`config.mk`:
```
export PLATFORM = sky130hd
export DESIGN_NAME = dm_port_arbiter_flat
export DESIGN_NICKNAME = d
export VERILOG_FILES = /design/src/rtl/dm_port_arbiter_if.sv /design/src/rtl/dm_port_arbiter.sv /design/src/flat_wrapper.sv
export SDC_FILE = /design/constraint.sdc
export NUM_CORES = 1
export LEC_CHECK = 0
export CORE_UTILIZATION = 41
export DETAILED_ROUTE_END_ITERATION = 6
export GPL_TIMING_DRIVEN = 1
export PLACE_DENSITY = 0.88
export SETUP_SLACK_MARGIN = 0.4
export SYNTH_ARGS = -nofsm -noshare
export SYNTH_HDL_FRONTEND = slang
export SYNTH_SLANG_ARGS = --single-unit
export TNS_END_PERCENT = 1
```
`constraint.sdc`:
```
create_clock -name clk -period 2.5 [get_ports clk]
set_clock_uncertainty 0.2 [all_clocks]
set_input_delay 0.625 -clock clk [delete_from_list [all_inputs] [get_ports clk]]
set_output_delay 0.625 -clock clk [all_outputs]
set_load 0.01 [all_outputs]
```
`src/rtl/dm_port_arbiter_if.sv`:
```
// Requester-side bundle for one data-memory port: request, command and completion.
// The master modport is the requester, the slave modport is the arbiter.
interface dm_port_arbiter_if #(
    parameter int unsigned ADDR_W = 7,
    parameter int unsigned DATA_W = 32
);
    logic              req;
    logic              we;
    logic [ADDR_W-1:0] addr;
    logic [DATA_W-1:0] wdata;
    logic              ack;
    logic [DATA_W-1:0] rdata;

    modport master (
        output req,
        output we,
        output addr,
        output wdata,
        input  ack,
        input  rdata
    );

    modport slave (
        input  req,
        input  we,
        input  addr,
        input  wdata,
        output ack,
        output rdata
    );
endinterface

```
`src/rtl/dm_port_arbiter.sv`:
```
// Shares a single-port data-memory BRAM between the core (C) and a debug/loader port (D),
// one transaction at a time, with C priority bounded by a starvation counter for D.
module dm_port_arbiter #(
    parameter int unsigned ADDR_W     = 7,
    parameter int unsigned DATA_W     = 32,
    parameter int unsigned RD_LAT     = 1,
    parameter int unsigned STARVE_MAX = 4
) (
    input  logic              clk,
    input  logic              rst,
    dm_port_arbiter_if.slave  c,
    dm_port_arbiter_if.slave  d,
    output logic              mem_clka,
    output logic              mem_ena,
    output logic              mem_wea,
    output logic [ADDR_W-1:0] mem_addra,
    output logic [DATA_W-1:0] mem_dina,
    input  logic [DATA_W-1:0] mem_douta,
    output logic              busy
);

    localparam int unsigned LatW    = $clog2(RD_LAT + 1);
    localparam int unsigned StarveW = (STARVE_MAX > 0) ? $clog2(STARVE_MAX + 1) : 1;
    localparam logic [LatW-1:0]    LatInit   = LatW'(RD_LAT);
    localparam logic [StarveW-1:0] StarveTop = StarveW'(STARVE_MAX);

    typedef enum logic [1:0] {StIdle, StIssue, StWait, StDone} state_e;

    state_e              state_q, state_d;
    logic                owner_q, owner_d;  // 1 = D owns the transaction
    logic                we_q, we_d;
    logic [ADDR_W-1:0]   addr_q, addr_d;
    logic [DATA_W-1:0]   wdata_q, wdata_d;
    logic [LatW-1:0]     lat_cnt_q, lat_cnt_d;
    logic [StarveW-1:0]  starve_q, starve_d;
    logic [DATA_W-1:0]   c_rdata_q, c_rdata_d;
    logic [DATA_W-1:0]   d_rdata_q, d_rdata_d;
    logic                pick_dbg;

    always_comb begin
        state_d   = state_q;
        owner_d   = owner_q;
        we_d      = we_q;
        addr_d    = addr_q;
        wdata_d   = wdata_q;
        lat_cnt_d = lat_cnt_q;
        starve_d  = starve_q;
        c_rdata_d = c_rdata_q;
        d_rdata_d = d_rdata_q;
        pick_dbg  = d.req & (~c.req | (starve_q == StarveTop));

        unique case (state_q)
            StIdle: begin
                if (c.req || d.req) begin
                    owner_d = pick_dbg;
                    we_d    = pick_dbg ? d.we    : c.we;
                    addr_d  = pick_dbg ? d.addr  : c.addr;
                    wdata_d = pick_dbg ? d.wdata : c.wdata;
                    state_d = StIssue;
                end
                // Only C wins while D waits can raise the count; it saturates at the top.
                if (!d.req || pick_dbg) begin
                    starve_d = '0;
                end else if (c.req && (starve_q != StarveTop)) begin
                    starve_d = starve_q + StarveW'(1);
                end
            end
            StIssue: begin
                if (we_q) begin
                    state_d = StDone;
                end else begin
                    lat_cnt_d = LatInit;
                    state_d   = StWait;
                end
            end
            StWait: begin
                lat_cnt_d = lat_cnt_q - LatW'(1);
                if (lat_cnt_q == LatW'(1)) begin
                    if (owner_q) begin
                        d_rdata_d = mem_douta;
                    end else begin
                        c_rdata_d = mem_douta;
                    end
                    state_d = StDone;
                end
            end
            StDone: begin
                state_d = StIdle;
            end
            default: begin
                state_d = StIdle;
            end
        endcase
    end

    always_ff @(posedge clk) begin
        if (!rst) begin
            state_q   <= StIdle;
            owner_q   <= 1'b0;
            we_q      <= 1'b0;
            addr_q    <= '0;
            wdata_q   <= '0;
            lat_cnt_q <= '0;
            starve_q  <= '0;
            c_rdata_q <= '0;
            d_rdata_q <= '0;
        end else begin
            state_q   <= state_d;
            owner_q   <= owner_d;
            we_q      <= we_d;
            addr_q    <= addr_d;
            wdata_q   <= wdata_d;
            lat_cnt_q <= lat_cnt_d;
            starve_q  <= starve_d;
            c_rdata_q <= c_rdata_d;
            d_rdata_q <= d_rdata_d;
        end
    end

    // The latch is only reloaded on a grant, so address/data hold their last issued values.
    assign mem_clka  = clk;
    assign mem_ena   = (state_q == StIssue);
    assign mem_wea   = (state_q == StIssue) & we_q;
    assign mem_addra = addr_q;
    assign mem_dina  = wdata_q;
    assign busy      = (state_q != StIdle);

    assign c.ack   = (state_q == StDone) & ~owner_q;
    assign d.ack   = (state_q == StDone) & owner_q;
    assign c.rdata = c_rdata_q;
    assign d.rdata = d_rdata_q;

    a_single_ack: assert property (@(posedge clk) disable iff (!rst) !(c.ack && d.ack));
    a_ena_busy:   assert property (@(posedge clk) disable iff (!rst) mem_ena |-> busy);

endmodule

```
`src/flat_wrapper.sv`:
```
// flat-port wrapper written by rule: the top's interface ports become plain ports
module dm_port_arbiter_flat 
#(
    parameter int unsigned ADDR_W     = 7,
    parameter int unsigned DATA_W     = 32,
    parameter int unsigned RD_LAT     = 1,
    parameter int unsigned STARVE_MAX = 4
)
  (clk, rst, mem_clka, mem_ena, mem_wea, mem_addra, mem_dina, mem_douta, busy, c_req, c_we, c_addr, c_wdata, c_ack, c_rdata, d_req, d_we, d_addr, d_wdata, d_ack, d_rdata);
  dm_port_arbiter_if #(.ADDR_W(ADDR_W), .DATA_W(DATA_W)) c_i ();
  dm_port_arbiter_if #(.ADDR_W(ADDR_W), .DATA_W(DATA_W)) d_i ();
  input  logic clk;
  input  logic rst;
  output logic mem_clka;
  output logic mem_ena;
  output logic mem_wea;
  output logic [ADDR_W-1:0] mem_addra;
  output logic [DATA_W-1:0] mem_dina;
  input  logic [DATA_W-1:0] mem_douta;
  output logic busy;
  input wire logic [$bits(c_i.req)-1:0] c_req;
  input wire logic [$bits(c_i.we)-1:0] c_we;
  input wire logic [$bits(c_i.addr)-1:0] c_addr;
  input wire logic [$bits(c_i.wdata)-1:0] c_wdata;
  output wire logic [$bits(c_i.ack)-1:0] c_ack;
  output wire logic [$bits(c_i.rdata)-1:0] c_rdata;
  input wire logic [$bits(d_i.req)-1:0] d_req;
  input wire logic [$bits(d_i.we)-1:0] d_we;
  input wire logic [$bits(d_i.addr)-1:0] d_addr;
  input wire logic [$bits(d_i.wdata)-1:0] d_wdata;
  output wire logic [$bits(d_i.ack)-1:0] d_ack;
  output wire logic [$bits(d_i.rdata)-1:0] d_rdata;
  assign c_i.req = c_req;
  assign c_i.we = c_we;
  assign c_i.addr = c_addr;
  assign c_i.wdata = c_wdata;
  assign c_ack = c_i.ack;
  assign c_rdata = c_i.rdata;
  assign d_i.req = d_req;
  assign d_i.we = d_we;
  assign d_i.addr = d_addr;
  assign d_i.wdata = d_wdata;
  assign d_ack = d_i.ack;
  assign d_rdata = d_i.rdata;
  dm_port_arbiter #(.ADDR_W(ADDR_W), .DATA_W(DATA_W), .RD_LAT(RD_LAT), .STARVE_MAX(STARVE_MAX)) u_core (.clk(clk), .rst(rst), .c(c_i), .d(d_i), .mem_clka(mem_clka), .mem_ena(mem_ena), .mem_wea(mem_wea), .mem_addra(mem_addra), .mem_dina(mem_dina), .mem_douta(mem_douta), .busy(busy));
endmodule
```
======== Yosys cells after proc, flatten, opt, wreduce, memory -nomap -nowiden ========
Index checks and enable logic that the tools add are counted.
word-level totals
  logic and storage cells ................. 51
  input bits .............................. 116
  register bits after elaboration ......... 111
  output and inout bits ................... 109
cells by class
  bitwise logic cells ..................... 7
  $add $sub $neg .......................... 2
  mux-type cells .......................... 11
  reductions and logical operators ........ 14
  equality and inequality tests ........... 8
operator list
  kind                                                   count
  two-way mux 32 bit                                     1
  one-hot mux 2 bit (4 select lines)                     1
  AND reduction 2 bit                                    4
  two-way mux 7 bit                                      1
  two-way mux 3 bit                                      2
  AND reduction 3 bit                                    2
  nonzero test 2 bit                                     3
  AND 1 bit                                              4
  == test 2 bit, second input constant                   2
  two-way mux 2 bit                                      2
  inequality test 2 x 1 -> 1 bit, second input constant  2
  adder 3 x 1 -> 3 bit, second input constant            1
  == test 3 bit, second input constant                   1
  two-way mux 1 bit                                      3
  inequality test 3 bit, second input constant           1
  == test 2 x 1 -> 1 bit, second input constant          1
  zero test 2 bit                                        1
  logical OR 1 bit                                       2
  inequality test 2 bit, second input constant           1
  NOT 1 bit                                              2
  one-hot mux 1 bit (2 select lines)                     1
  logical AND 1 bit                                      1
  zero test 1 bit                                        1
  bitwise OR 1 bit                                       1
  subtractor 1 bit, second input constant                1

======== Logic depth before layout (Yosys ltp) ========
Gate-level depths: netlist (run 1).
  word-level depth ........................ 6
  depth in mapped cells ................... 8

==> results.yml, run 1 <==
critical_path:
  critPathMaxFanout: 2
  critPathKind: "clk2out"
  crit_path_start_kind: "clock port"
  cp.arrival_ps: 1610
  cp.required_ps: 1670
  reg2reg_slack_ps: 520
  cp-end-kind: "output pin"
sta:
  slew-limit-headroom_pct: 55.7
  whs_ps: 257
  rsz0062_at_grt: "yes"
  hold_viol_final: 0
  worst_slew_pin_slew_ps: 664
  setup_viol: 0
  maxSlewViolCount: 0
  worst_slack_ps: 68.6
synthesis:
  avgSynthCellArea_um2: 8.43
  synthCells: 568
  netlist_top_cells_area: "dfxtp_1 46%, a211oi_2 10%, nand2_1 10%, a21oi_1 6.9%, a211oi_1 6.3%"
  synth_cell_type_count: 35
  synth_seq_cells: 111
  synth_nets: 691
  yosysTopAreaCellShare_pct: 46.4
  yosysWarningCount: 0
  synth_area_um2: 4790
  ys_seq_area_share_pct: 46.4
  synth_top_cell_by_area: "dfxtp_1"
power_and_ir_drop:
  power_density_nw_per_um2: 855
  power_mw: 6.43
  p_leak_nw: 2.57
  peakVddDrop_mv: 0.504
finish:
  synthToLayoutAreaGrowth_pct: 57.1
  final_net_count: 890
  final_core_util_pct: 65.9
  stdcell_area_um2: 7520
  n_fill_cell: 855
  layout_common_cells: "217 x clkdlybuf4s50_1, 130 x nand2_1, 109 x dfxtp_1"
  final_common_cell: "clkdlybuf4s50_1"
  drive_gt1_share_pct: 11.1
  num_antenna_cells: 0
placed_design:
  dpl-instance-area_um2: 7120
  place_congestion: 0.756
  dp_hpwl_mm: 10.2
  pre_cts_slack_ps: -23.8
  io_buffers: 224
clocking:
  cts_tree: "done"
  ctsHoldBuffers: 0
  path_clk_slew_ps: 70
  clock_latency_ps: 450
drt:
  ant_nets: 0
  vias_per_cell: 5.47
  drt_pass1_iterations: 7
  drt_iter0_drc: 386
  drc: 0
  wl_per_cell_um: 15.7
  routed_wl_mm: 14.4
  num_vias: 5004
floorplan:
  start_util_pct: 41.9
  die_y_um: 110
  dieArea_um2: 12100
  rows: 39
  core_um2: 11400
  die_w_um: 110
  io_pins: 225
grt:
  grt_pass1_vias: 4613
  gr-total-overflow: 0
  grt_max_degree: 65
  antenna_found_initial: 0
  track_usage_pct: 22.8
  grt_pass1_wl_mm: 21.5
outcome:
  status: "complete, no violations"
hold_path:
  hp-class: "reg2reg"
flow_run:
  max-cap-violations: 0
[logic make-up (layout without fill, tap and decap cells)]
logic type	after synthesis	in the layout	share of synthesized area, %
multiplexers	2	2	0.418
AND/OR/NAND/NOR	191	191	16.1
AO/OA/AOI/OAI	193	193	29.0
XOR/XNOR	2	2	0.366
adder cells (fa/ha/maj)	7	7	1.83
buffers and inverters	62	266	5.96
flip-flops	111	111	46.4
[report_power, final]
part           leakage (nW)  internal, mW  switching, mW  total (mW)
Sequential            0.906          2.07          0.187        2.25
Combinational          1.46          1.18           1.22        2.40
Clock                 0.199          1.06          0.721        1.78
[per-stage QoR]
stage,setup TNS (ps),cells
2_1_floorplan,0,568
3_3_place_gp,-23.8,894
3_5_place_dp,-23.8,894
4_1_cts,0,915
5_1_grt,0,915
6_report,0,915
[worst paths after layout]
path	start	endpoint	cells after the start
setup / recovery	clk	mem_clka	3
hold / removal	u_core.d.rdata[29]$_SDFFE_PN0P_	u_core.d.rdata[29]$_SDFFE_PN0P_	2
setup reg to reg	u_core.state_q[0]$_SDFFE_PN0P_	u_core.d.rdata[26]$_SDFFE_PN0P_	5
hold reg to reg	u_core.d.rdata[29]$_SDFFE_PN0P_	u_core.d.rdata[29]$_SDFFE_PN0P_	2
[routing by layer]
metal  part of all wire, %  vias up  wire length (µm)  global-route usage (%)
li1                      -     2361                 -                       -
met1                    39     2341              5590                    25.4
met2                    48      267              6850                    38.7
met3                    11       35              1540                    7.35
met4                   2.9        0               413                    11.8
met5                     0        -                 0                       0
[flip-flops by register name (all words and copies together), names as in the netlist, 2 cells and up]
register / count
u_core.mem_dina: 32
u_core.c.rdata: 32
u_core.mem_addra: 7
u_core.state_q: 2
u_core.starve_q: 3
u_core.d.rdata: 32
[Yosys cell counts]
cell,n
a21oi_1,66
o21ai_1,1
nand2b_1,2
buf_2,9
buf_1,1
dfxtp_1,111
a211oi_2,40
xor2_1,1
o21a_1,2
nor2b_1,2
nand3b_1,1
ha_1,7
or3b_2,1
mux2i_1,2
and2_4,1
nor2_1,41
a211oi_1,40
buf_4,1
nor3_1,4
and2_1,2
and3b_1,1
nor4_1,2
nand2_1,130
o221a_2,1
inv_2,1
nand3_1,2
and3_1,1
buf_6,5
inv_1,7
a21bo_1,1
xnor2_1,1
a32oi_1,1
o21ai_0,41
nor3b_1,1
clkbuf_1,38
[cell type report]
class | count | area, µm² | area share [%]
Clock buffer | 14 | 325 | 4.32
Multi-Input combinational cell | 395 | 2300 | 30.5
Tap cell | 143 | 179 | 2.38
Timing Repair Buffer | 238 | 2390 | 31.8
Clock inverter | 6 | 76.3 | 1.01
Inverter | 8 | 30.0 | 0.399
Sequential cell | 111 | 2220 | 29.6
[worst max-delay path, stage by stage]
cell and delay (ps):
clkbuf_16 120, clkbuf_16 130, buf_6 110
[what timing repair did]
item | 4_1_cts | 5_1_grt
setup buffers | 2 | 0
gates resized for setup | 13 | 3
endpoints found under the setup margin | 141 | 141
(Power assumes the default switching activity.)
==> run 2, diff against run 1 <==
CAP_MARGIN = 15   (was not set)
PLACE_DENSITY = not set   (was 0.88)
PLACE_DENSITY_LB_ADDON = 0.2   (was not set)
SETUP_SLACK_MARGIN = 0.2   (was 0.4)
==> run 2 against run 1 <==
Compared with the run above:
- clock-buffer cell count decreased by 1
- sequential power about the same
- via count down 3.2%
- largest cell class unchanged
- clock power barely moved
- global-route usage is 0.52 points higher
- register-to-register slack gained 120 ps
- sequential share of layout area decreased by 0.059 points
==> results.yml, run 2 (synthesis gave the netlist of run 1 again) <==
placed_design:
  pre_cts_slack_ps: -23.8
  io_buffers: 224
  dp_hpwl_mm: 10.2
  place_congestion: 0.746
  dpl.cell_count: 899
  dpl-instance-area_um2: 7160
drt:
  vias_per_cell: 5.28
  met1_length_mm: 5.74
  wl_per_cell_um: 15.7
  wl_met3_mm: 1.04
  routed_wl_mm: 14.4
  met2RoutedLength_mm: 7.24
  top_layer: "met4"
  drt_iter0_drc: 278
  drt_pass1_iterations: 4
  ant_nets: 0
  num_vias: 4843
  drc: 0
critical_path:
  crit_path_start_kind: "clock port"
  cp-end-kind: "output pin"
  cp.arrival_ps: 1600
  reg2reg_slack_ps: 640
  reg2reg_from: "u_core.state_q[0]$_SDFFE_PN0P_"
  critPathMaxFanout: 2
  r2r_end: "u_core.mem_dina[12]$_SDFFE_PN0P_"
  critPathKind: "clk2out"
  cp.required_ps: 1670
  r2r_cells: 7
grt:
  antenna_found_initial: 0
  grt_pass1_vias: 4669
  grt_max_degree: 46
  gr-total-overflow: 0
  grt_pass1_wl_mm: 22.1
  track_usage_pct: 23.3
finish:
  regArea_um2: 2220
  layout.cells.non_filler: 918
  synthToLayoutAreaGrowth_pct: 57.4
  final_common_cell: "clkdlybuf4s50_1"
  final_net_count: 893
  drive_gt1_share_pct: 11.2
  num_antenna_cells: 0
  stdcell_area_um2: 7540
  final_core_util_pct: 66.0
  n_fill_cell: 965
  multi_input_area_um2: 2290
  layout_common_cells: "217 x clkdlybuf4s50_1, 130 x nand2_1, 109 x dfxtp_1"
sta:
  worst_slew_pin_slew_ps: 675
  rsz0062_at_grt: "yes"
  worst_slack_ps: 70.0
  whs_ps: 255
  fin_setup_tns_ps: 0
  setup_viol: 0
  hold_viol_final: 0
  slew-limit-headroom_pct: 55.0
  maxSlewViolCount: 0
hold_path:
  hp-class: "reg2reg"
  min_from: "u_core.d.rdata[31]$_SDFFE_PN0P_"
  whs_endpoint: "u_core.d.rdata[31]$_SDFFE_PN0P_"
  worstHoldPathCells: 2
floorplan:
  dieArea_um2: 12100
  core_um2: 11400
  die_w_um: 110
  die_y_um: 110
  start_util_pct: 41.9
  rows: 39
  io_pins: 225
power_and_ir_drop:
  p_leak_nw: 2.58
  power_mw: 6.40
  power_density_nw_per_um2: 849
  peakVddDrop_mv: 0.609
clocking:
  clock_latency_ps: 450
  cts_tree: "done"
  path_clk_slew_ps: 70
  ctsHoldBuffers: 0
outcome:
  status: "complete, no violations"
flow_run:
  max-cap-violations: 0
==> run 2: cell count changes in the layout (fill, tap and decap cells not counted) <==
cell        change
and3_1          +1
and3_2          -1
buf_4           +3
clkbuf_8        -1
clkinv_4        -1
clkinvlp_4      +1
ha_1            +1
ha_2            -1
inv_8           +1
==> run 2: final cells by class <==
type / instances / share of cell area [%]
timing repair buffer: 241 / 32.0
multi-input combinational: 395 / 30.4
sequential: 111 / 29.5
clock buffer: 13 / 4.13
tap: 143 / 2.37
clock inverter: 7 / 1.15
inverter: 8 / 0.398
==> run 2: worst max-delay path by stage <==
stage | start | to | slack, ps | depth (start not counted)
floorplan | clk | mem_clka | 310 | 1
global placement | clk | mem_clka | -20 | 1
global route | clk | mem_clka | 60 | 3
finish | clk | mem_clka | 70 | 3
CTS | clk | mem_clka | 70 | 3
detailed placement | clk | mem_clka | -20 | 1
==> run 2: power breakdown <==
group	total [mW]	leakage (nW)	switching [mW]	internal (mW)
Sequential	2.25	0.906	0.186	2.07
Clock	1.77	0.193	0.737	1.03
Combinational	2.38	1.48	1.20	1.18
Total	6.40	2.58	2.12	4.28
==> run 2: timing repair <==
action,CTS,global route
resized for setup,13,1
buffers inserted,0,0
endpoints found under the setup margin,6,6
endpoints found under the hold margin,0,0
pin swaps,0,0
==> run 2: critical path: stages <==
cell and delay (ps):
clkbuf_16 120, clkbuf_16 130, buf_6 110
==> run 2: metal layers <==
metal,global-route usage [%],up-vias
li1,-,2361
met1,26.7,2273
met2,41.4,184
met3,5.35,25
met4,9.71,0
met5,0,-
==> run 3, diff against run 2 <==
GPL_TIMING_DRIVEN = 0   (was 1)
==> run 3 against run 2 <==
Compared with the run above:
- the run now ends with setup timing left
- power decreased by 0.56%
- cell area increased by 0.80%
- first-iteration DRC count increased by 6.1%
- clock power about the same
- critical endpoint unchanged
- largest cell class unchanged
- largest power group unchanged
==> results.yml, run 3 (synthesis gave the netlist of run 1 again) <==
clocking:
  clock_latency_ps: 460
  path_clk_slew_ps: 80
  post-cts-setup-buffers: 0
  cts_resized: 22
  ctsHoldBuffers: 0
  cts_tree: "done"
critical_path:
  reg2reg_from: "u_core.starve_q[0]$_SDFFE_PN0P_"
  critPathMaxFanout: 2
  cp-end-kind: "output pin"
  critPathLaunch: "clk"
  critPathKind: "clk2out"
  reg2reg_slack_ps: 510
  r2r_cells: 7
  cp.required_ps: 1670
  cp.arrival_ps: 1710
  r2r_end: "u_core.mem_dina[27]$_SDFFE_PN0P_"
  crit_path_start_kind: "clock port"
placed_design:
  dpl-instance-area_um2: 7210
  pre_cts_slack_ps: -275
  dp_hpwl_mm: 11.3
  dpl.cell_count: 935
  io_buffers: 224
  place_congestion: 0.785
hold_path:
  worstHoldPathCells: 2
  whs_endpoint: "u_core.c.rdata[5]$_SDFFE_PN0P_"
  hp-class: "reg2reg"
  min_from: "u_core.c.rdata[5]$_SDFFE_PN0P_"
sta:
  rsz0062_at_grt: "yes"
  fin_setup_tns_ps: -31.2
  worst_slew_pin_slew_ps: 496
  maxSlewViolCount: 0
  hold_viol_final: 0
  whs_ps: 257
  setup_viol: 1
  slew-limit-headroom_pct: 66.9
  worst_slack_ps: -31.2
drt:
  num_vias: 5000
  vias_per_cell: 5.24
  wl_per_cell_um: 15.5
  routed_wl_mm: 14.8
  drt_pass1_iterations: 6
  ant_nets: 0
  drt_iter0_drc: 295
  drc: 0
finish:
  layout.cells.non_filler: 954
  final_common_cell: "clkdlybuf4s50_1"
  multi_input_area_um2: 2300
  final_net_count: 929
  n_fill_cell: 992
  num_antenna_cells: 0
  layout_common_cells: "218 x clkdlybuf4s50_1, 130 x nand2_1, 109 x dfxtp_1"
  drive_gt1_share_pct: 11.1
  stdcell_area_um2: 7600
  synthToLayoutAreaGrowth_pct: 58.7
  regArea_um2: 2230
  final_core_util_pct: 66.5
flow_run:
  max-cap-violations: 0
power_and_ir_drop:
  p_leak_nw: 2.58
  power_density_nw_per_um2: 837
  peakVddDrop_mv: 0.553
  power_mw: 6.36
grt:
  grt_max_degree: 22
  track_usage_pct: 24.6
  antenna_found_initial: 0
  gr-total-overflow: 0
  grt_pass1_vias: 5047
  grt_pass1_wl_mm: 23.3
floorplan:
  dieArea_um2: 12100
  io_pins: 225
  die_w_um: 110
  die_y_um: 110
  rows: 39
  start_util_pct: 41.9
  core_um2: 11400
outcome:
  status: "finished with violations"
  violations: "setup timing"
==> run 3: worst max-delay path: stages <==
cell and delay, ps:
clkbuf_16 120, clkbuf_16 130, buf_6 100, buf_6 110
==> run 3: cell type report <==
| class | count | share of cell area [%] |
|---|---|---|
| tap | 143 | 2.35 |
| inverter | 8 | 0.395 |
| buffer | 54 | 3.41 |
| clock buffer | 13 | 4.10 |
| clock inverter | 7 | 0.955 |
| timing repair buffer | 223 | 29.1 |
| sequential | 111 | 29.3 |
| multi-input combinational | 395 | 30.3 |
==> run 3: power by group <==
| group | internal (mW) | switching (mW) | total (mW) |
|---|---|---|---|
| registers | 2.07 | 0.189 | 2.26 |
| logic | 1.12 | 1.24 | 2.36 |
| clock network | 0.972 | 0.773 | 1.75 |
==> run 3: how the worst max path moves through the flow <==
stage / slack (ps) / end / cells past startpoint
3_5_place_dp: -280 / u_core.mem_dina[14]$_SDFFE_PN0P_ / 5
4_1_cts: -30 / mem_clka / 4
2_1_floorplan: 310 / mem_clka / 1
3_3_place_gp: -200 / u_core.mem_dina[15]$_SDFFE_PN0P_ / 5
6_report: -30 / mem_clka / 4
5_1_grt: -40 / mem_clka / 4
==> run 3: routing by layer <==
layer	vias to the layer above	GRT usage, %	part of all wire, %
li1	2447	-	-
met1	2356	28.0	40
met2	174	43.6	50
met3	23	7.64	7.7
met4	0	8.10	1.9
met5	-	0	0
